==> src/rtl/mc_ctrl_pkg.sv <==
// Shared MIPS definitions for the multi-cycle controller and the datapath ALU:
// opcode/funct values, ALU operation codes, FSM state and instruction class
// encodings, and the decoder result record.
package mc_ctrl_pkg;

  // Primary opcodes (instr[31:26])
  localparam logic [5:0] OP_RTYPE = 6'b000000;
  localparam logic [5:0] OP_ORI   = 6'b001101;
  localparam logic [5:0] OP_LUI   = 6'b001111;
  localparam logic [5:0] OP_LW    = 6'b100011;
  localparam logic [5:0] OP_SW    = 6'b101011;
  localparam logic [5:0] OP_BEQ   = 6'b000100;
  localparam logic [5:0] OP_J     = 6'b000010;

  // R-type function codes (instr[5:0])
  localparam logic [5:0] FN_ADDU  = 6'b100001;
  localparam logic [5:0] FN_SUBU  = 6'b100011;

  // ALU operation codes shared with the datapath ALU
  typedef enum logic [2:0] {
    ALU_ADD = 3'b000,
    ALU_SUB = 3'b001,
    ALU_OR  = 3'b010,
    ALU_LUI = 3'b011   // B << 16
  } alu_op_e;

  // Controller FSM states
  typedef enum logic [2:0] {
    S_FETCH  = 3'd0,
    S_DECODE = 3'd1,
    S_EXEC   = 3'd2,
    S_MEM    = 3'd3,
    S_WB     = 3'd4,
    S_HALT   = 3'd5
  } state_e;

  // Instruction classes that steer the sequencing
  typedef enum logic [2:0] {
    C_NONE = 3'd0,
    C_R    = 3'd1,
    C_ORI  = 3'd2,
    C_LUI  = 3'd3,
    C_LW   = 3'd4,
    C_SW   = 3'd5,
    C_BEQ  = 3'd6,
    C_J    = 3'd7
  } instr_class_e;

  // Decoder result
  typedef struct packed {
    logic         legal;
    instr_class_e cls;
    alu_op_e      alu_ct;
    logic         ext_op;
  } dec_t;

endpackage

==> src/rtl/mc_dec.sv <==
// Combinational instruction decoder: latched op/fn -> {legal, class, ALUct, ExtOp}.
// Anything not in the supported subset is reported as illegal.
module mc_dec
  import mc_ctrl_pkg::*;
(
  input  logic [5:0] op,
  input  logic [5:0] fn,
  output dec_t       dec
);

  // Table lookup of the supported instruction subset
  always_comb begin
    // NOTE: every field gets a default first so no path through the case can
    // leave a signal unassigned and infer a latch.
    dec.legal  = 1'b0;
    dec.cls    = C_NONE;
    dec.alu_ct = ALU_ADD;
    dec.ext_op = 1'b0;
    case (op)
      OP_RTYPE: begin
        if (fn == FN_ADDU) begin
          dec.legal  = 1'b1;
          dec.cls    = C_R;
          dec.alu_ct = ALU_ADD;
        end else if (fn == FN_SUBU) begin
          dec.legal  = 1'b1;
          dec.cls    = C_R;
          dec.alu_ct = ALU_SUB;
        end
      end
      OP_ORI: begin
        dec.legal  = 1'b1;
        dec.cls    = C_ORI;
        dec.alu_ct = ALU_OR;
      end
      OP_LUI: begin
        dec.legal  = 1'b1;
        dec.cls    = C_LUI;
        dec.alu_ct = ALU_LUI;
      end
      OP_LW: begin
        dec.legal  = 1'b1;
        dec.cls    = C_LW;
        dec.ext_op = 1'b1;
      end
      OP_SW: begin
        dec.legal  = 1'b1;
        dec.cls    = C_SW;
        dec.ext_op = 1'b1;
      end
      OP_BEQ: begin
        dec.legal  = 1'b1;
        dec.cls    = C_BEQ;
        dec.alu_ct = ALU_SUB;
        dec.ext_op = 1'b1;   // branch offset is signed
      end
      OP_J: begin
        dec.legal  = 1'b1;
        dec.cls    = C_J;
      end
      default: ;
    endcase
  end

endmodule

==> src/rtl/mc_ctrl.sv <==
// Multi-cycle MIPS control FSM: FETCH/DECODE/EXEC/MEM/WB/HALT sequencing with
// a req/rdy data-memory handshake and an absorbing HALT on illegal opcodes.
// Optional perf counters are enabled by defining MC_CTRL_PERF_EN; without it
// cyc_cnt/ret_cnt are tied to zero and no counter flops exist.
module mc_ctrl
  import mc_ctrl_pkg::*;
#(
  parameter int CNT_W = 32
) (
  input  logic             clk,
  input  logic             reset,
  input  logic [31:0]      instr,
  input  logic             mem_rdy,
  output logic             pc_en,
  output logic             RegDst,
  output logic             ALUSr,
  output logic             MemtoReg,
  output logic             RegWrite,
  output logic             MemWrite,
  output logic             mem_req,
  output logic             nPC_sel,
  output logic             jump,
  output logic             ExtOp,
  output logic [2:0]       ALUct,
  output logic             halted,
  output logic [CNT_W-1:0] cyc_cnt,
  output logic [CNT_W-1:0] ret_cnt
);

  state_e     state_q, state_d;
  logic [5:0] op_q, op_d;
  logic [5:0] fn_q, fn_d;
  dec_t       dec;
  logic       alu_src;

  // Only opcode and funct fields matter to the controller.
  logic unused_instr;
  assign unused_instr = ^instr[25:6];

  mc_dec u_dec (
    .op  (op_q),
    .fn  (fn_q),
    .dec (dec)
  );

  // Immediate-operand classes feed the ALU from the extender.
  assign alu_src = (dec.cls == C_ORI) || (dec.cls == C_LUI) ||
                   (dec.cls == C_LW)  || (dec.cls == C_SW);

  // State register and latched op/fn, synchronous active-high reset
  always_ff @(posedge clk) begin
    // NOTE: sequential state uses non-blocking assignments so all flops
    // update together from values sampled at the same edge.
    if (reset) begin
      state_q <= S_FETCH;
      op_q    <= '0;
      fn_q    <= '0;
    end else begin
      state_q <= state_d;
      op_q    <= op_d;
      fn_q    <= fn_d;
    end
  end

  // Next-state and control-strobe generation from state + latched op/fn
  always_comb begin
    state_d  = state_q;
    op_d     = op_q;
    fn_d     = fn_q;
    pc_en    = 1'b0;
    RegDst   = 1'b0;
    ALUSr    = 1'b0;
    MemtoReg = 1'b0;
    RegWrite = 1'b0;
    MemWrite = 1'b0;
    mem_req  = 1'b0;
    nPC_sel  = 1'b0;
    jump     = 1'b0;
    ExtOp    = 1'b0;
    ALUct    = ALU_ADD;
    halted   = 1'b0;

    unique case (state_q)
      S_FETCH: begin
        op_d    = instr[31:26];
        fn_d    = instr[5:0];
        state_d = S_DECODE;
      end
      S_DECODE: begin
        state_d = dec.legal ? S_EXEC : S_HALT;
      end
      S_EXEC: begin
        ALUct = dec.alu_ct;
        ExtOp = dec.ext_op;
        ALUSr = alu_src;
        case (dec.cls)
          C_BEQ: begin
            nPC_sel = 1'b1;
            pc_en   = 1'b1;
            state_d = S_FETCH;
          end
          C_J: begin
            jump    = 1'b1;
            pc_en   = 1'b1;
            state_d = S_FETCH;
          end
          C_LW, C_SW: state_d = S_MEM;
          default:    state_d = S_WB;
        endcase
      end
      S_MEM: begin
        mem_req = 1'b1;
        ALUSr   = 1'b1;
        ExtOp   = 1'b1;
        ALUct   = ALU_ADD;
        if (mem_rdy) begin
          if (dec.cls == C_SW) begin
            MemWrite = 1'b1;
            pc_en    = 1'b1;
            state_d  = S_FETCH;
          end else begin
            state_d  = S_WB;
          end
        end
      end
      S_WB: begin
        RegWrite = 1'b1;
        pc_en    = 1'b1;
        state_d  = S_FETCH;
        RegDst   = (dec.cls == C_R);
        if (dec.cls == C_LW) begin
          MemtoReg = 1'b1;
        end else begin
          // Keep the ALU result stable while it is written back.
          ALUct = dec.alu_ct;
          ExtOp = dec.ext_op;
          ALUSr = alu_src;
        end
      end
      S_HALT: begin
        halted = 1'b1;
      end
      default: state_d = S_FETCH;
    endcase

    // A reset cycle must never issue a partial write or PC update.
    if (reset) begin
      pc_en    = 1'b0;
      RegDst   = 1'b0;
      ALUSr    = 1'b0;
      MemtoReg = 1'b0;
      RegWrite = 1'b0;
      MemWrite = 1'b0;
      mem_req  = 1'b0;
      nPC_sel  = 1'b0;
      jump     = 1'b0;
      ExtOp    = 1'b0;
      ALUct    = ALU_ADD;
      halted   = 1'b0;
    end
  end

`ifdef MC_CTRL_PERF_EN
  logic [CNT_W-1:0] cyc_cnt_q, cyc_cnt_d;
  logic [CNT_W-1:0] ret_cnt_q, ret_cnt_d;

  // Counter increments; both freeze while halted and wrap naturally
  always_comb begin
    cyc_cnt_d = cyc_cnt_q;
    ret_cnt_d = ret_cnt_q;
    if (state_q != S_HALT) begin
      cyc_cnt_d = cyc_cnt_q + 1'b1;
      if (pc_en) ret_cnt_d = ret_cnt_q + 1'b1;
    end
  end

  // Counter registers, cleared by reset
  always_ff @(posedge clk) begin
    if (reset) begin
      cyc_cnt_q <= '0;
      ret_cnt_q <= '0;
    end else begin
      cyc_cnt_q <= cyc_cnt_d;
      ret_cnt_q <= ret_cnt_d;
    end
  end

  assign cyc_cnt = cyc_cnt_q;
  assign ret_cnt = ret_cnt_q;
`else
  assign cyc_cnt = '0;
  assign ret_cnt = '0;
`endif

endmodule
==> config.mk <==
export PLATFORM = sky130hd
export DESIGN_NAME = mc_ctrl
export DESIGN_NICKNAME = d
export VERILOG_FILES = /design/src/rtl/mc_ctrl_pkg.sv /design/src/rtl/mc_dec.sv /design/src/rtl/mc_ctrl.sv
export SDC_FILE = /design/constraint.sdc
export NUM_CORES = 1
export LEC_CHECK = 0
export BUFFER_PORTS_ARGS = -buffer_cell sky130_fd_sc_hd__buf_2
export CAP_MARGIN = 10
export CORE_MARGIN = 1
export CORE_UTILIZATION = 25
export CTS_BUF_LIST = sky130_fd_sc_hd__clkbuf_4 sky130_fd_sc_hd__clkbuf_8
export DETAILED_ROUTE_END_ITERATION = 10
export GPL_ROUTABILITY_DRIVEN = 0
export SLEW_MARGIN = 10
export SYNTH_ARGS = -nofsm -noshare
export SYNTH_HDL_FRONTEND = slang
export SYNTH_SLANG_ARGS = --single-unit
==> constraint.sdc <==
create_clock -name clk -period 3.8 [get_ports clk]
set_input_delay 0 -clock clk [delete_from_list [all_inputs] [get_ports clk]]
set_output_delay 0 -clock clk [all_outputs]
set_load 0.05 [all_outputs]
==> flow_summary.ini <==
[hold_path]
hold_class = in -> reg

[setup_path]
crit_path_end = nPC_sel
startpoint_type = flop
reg2reg_slack_ns = 1.98
r2r-start = op_q[2]
r2r_cells = 4
worstPathMaxFanout = 14
crit_path_start = op_q[4]
cp.arrival_ns = 2.06
cp-end-kind = output port
path_class = reg -> out
r2r_end = state_q[0]
required_ns = 3.80

[cells_and_area]
final_util = 0.275
multi_input_area_um2 = 902
drive_gt1_frac = 0.143
syn2layout_area_growth_pct = 6.24
seqCellArea_um2 = 300
fillers = 666
layout.nets = 280
num_antenna_cells = 0
layoutNonFillerInstCount = 319

[sta]
finalSetupViolCount = 0
slew_violations = 0
period_needed_ns = 2.06
hold_violations = 0
fin_worst_skew_ns = 0.000647
tns_ns = 0
rsz0062_at_grt = false
fmax_mhz = 486
fin_crit_sh = 0.541

[routing]
routedWlPerCell_um = 9.41
vias = 1300
antenna_left = 0
drt_wl_total_um = 3000
drc = 0
first_iter_violations = 102
drt_first_pass_iters = 4
drt-vias-per-instance = 4.08

[logic_synthesis]
yosys-top-cells-area = buf_4, dfxtp_1, nand2_1
synth_top_area_frac = 0.320
ys_warn_count = 0
yosysSeqAreaShare = 0.197
postSynth.asyncResetShare = 0
synth_seq_cells = 15
avgSynthCellArea_um2 = 7.15
synth_edf_count = 0
yosysMostFrequentCell = buf_4
ys.flop_type = dfxtp_1
synth_largest_area_cell = buf_4
synthCells = 213
mappedNetlistArea_um2 = 1520
synth_common_cells = buf_4, nand2_1, a21oi_1
ys_types = 42

[power_and_ir_drop]
ir_worst_vdd_v = 0.000194
power_leakage_nw = 0.778
powerDensity_nw_per_um2 = 480
total_power_uw = 778

[floorplan]
rows = 28
die_area_um2 = 6410
initial_core_util = 0.259
die_w_um = 80.1
core_um2 = 5890
io_pins = 113
die_y_um = 80.1

[global_routing]
gr-usage-met1 = 0.132
grt_antenna_before_repair = 0
first_global_vias = 987
use_met3 = 0.0261
grt-busiest-layer = met2
grt_overflow = 0
grt_pass1_wl_um = 4700
gr-usage-all-layers = 0.0930
grt_max_degree = 23
grt_use_met2 = 0.136

[clock_network]
tritoncts = yes
htree_num_levels = 1
clockBufferDepth = 2
cts_root_buffer = clkbuf_8
clk_latency_ns = 0.25
cts_num_sinks = 15
cts_made_buffers = 3
cts.clk_slew.worst_paths_ns = 0.06
post_cts_resized = 0

[place]
io_buffers = 27
placed_cells = 303
dp_hpwl_um = 2250

[status]
status = completed

[job]
cap_violations = 0
sequential cells by signal, indices dropped and copies added (netlist names):
register,cells
fn_q,6
op_q,6
state_q,3
where the power goes:
group          leakage (nW)  internal [mW]  switching, mW
registers             0.124          0.189         0.0643
clock network        0.0217         0.0738         0.0620
logic                 0.632          0.108          0.281
total                 0.778          0.370          0.407
cell families after synthesis:
kind of cell | synth area share
compound gates | 0.157
xor+xnor | 0.0115
buf+inv | 0.369
flops | 0.197
other cells | 0.00246
simple gates | 0.264
critical path, stage by stage (launching register included):
cell and delay (ns):
dfxtp_1 0.61, inv_1 0.24, and4_1 0.25, a31oi_1 0.27, nor2b_1 0.16, buf_2 0.26
metrics by stage:
stage / hold slack [ns] / cell area [um^2] / setup WS, ns
final: 0.163 / 1620 / 1.74
after detailed placement: 0.247 / 1450 / 2.00
after global placement: 0.245 / 1450 / 2.01
after CTS: 0.155 / 1620 / 1.72
after floorplan: 0.136 / 1760 / 1.11
after global routing: 0.176 / 1620 / 1.56
cells in the final DEF (no fill, tap or decap), drive strengths merged, types with 2 or more instances in the layout:
cell type | synthesis | final
a21oi | 16 | 16
o22ai | 3 | 3
nand3 | 4 | 4
a31oi | 4 | 4
buf | 69 | 28
nor3 | 6 | 6
nand2 | 30 | 30
inv | 3 | 3
dfxtp | 15 | 15
o21ai | 7 | 7
nor2 | 9 | 9
dlygate4sd3 | 0 | 12
clkbuf | 8 | 3
nor2b | 5 | 5
nand2b | 2 | 2
or3 | 3 | 3
nor3b | 2 | 2
conb | 1 | 65
nor4 | 2 | 2
and4b | 2 | 2
and4 | 3 | 3
per-layer routing:
layer	vias to the layer above	wire length, um
met3	4	275
li1	659	-
met4	0	19
met2	69	1290
met5	-	0
met1	568	1420
layout make-up:
class                   instances  share of cell area
repair buffers                 40               0.162
multi-input cells             182               0.557
clock buffers                   3              0.0255
inverters                       3             0.00696
flip-flops and latches         15               0.185
clock inverters                 1             0.00464
well taps                      75              0.0580
worst min-delay path by stage:
| stage | startpoint | to | cells past startpoint |
|---|---|---|---|
| floorplan | instr[0] | fn_q[0] | 2 |
| global placement | instr[26] | op_q[0] | 3 |
| detailed placement | instr[0] | fn_q[0] | 3 |
| CTS | reset | fn_q[3] | 2 |
| global route | reset | fn_q[4] | 2 |
| finish | reset | fn_q[2] | 2 |
what timing repair did:
item / 4_1_cts / 5_1_grt
hold buffers: 12 / 0
buffers inserted: 0 / 0
endpoints found under the hold margin: 12 / 0
endpoints found under the setup margin: 0 / 0
(Power assumes the default switching activity.)
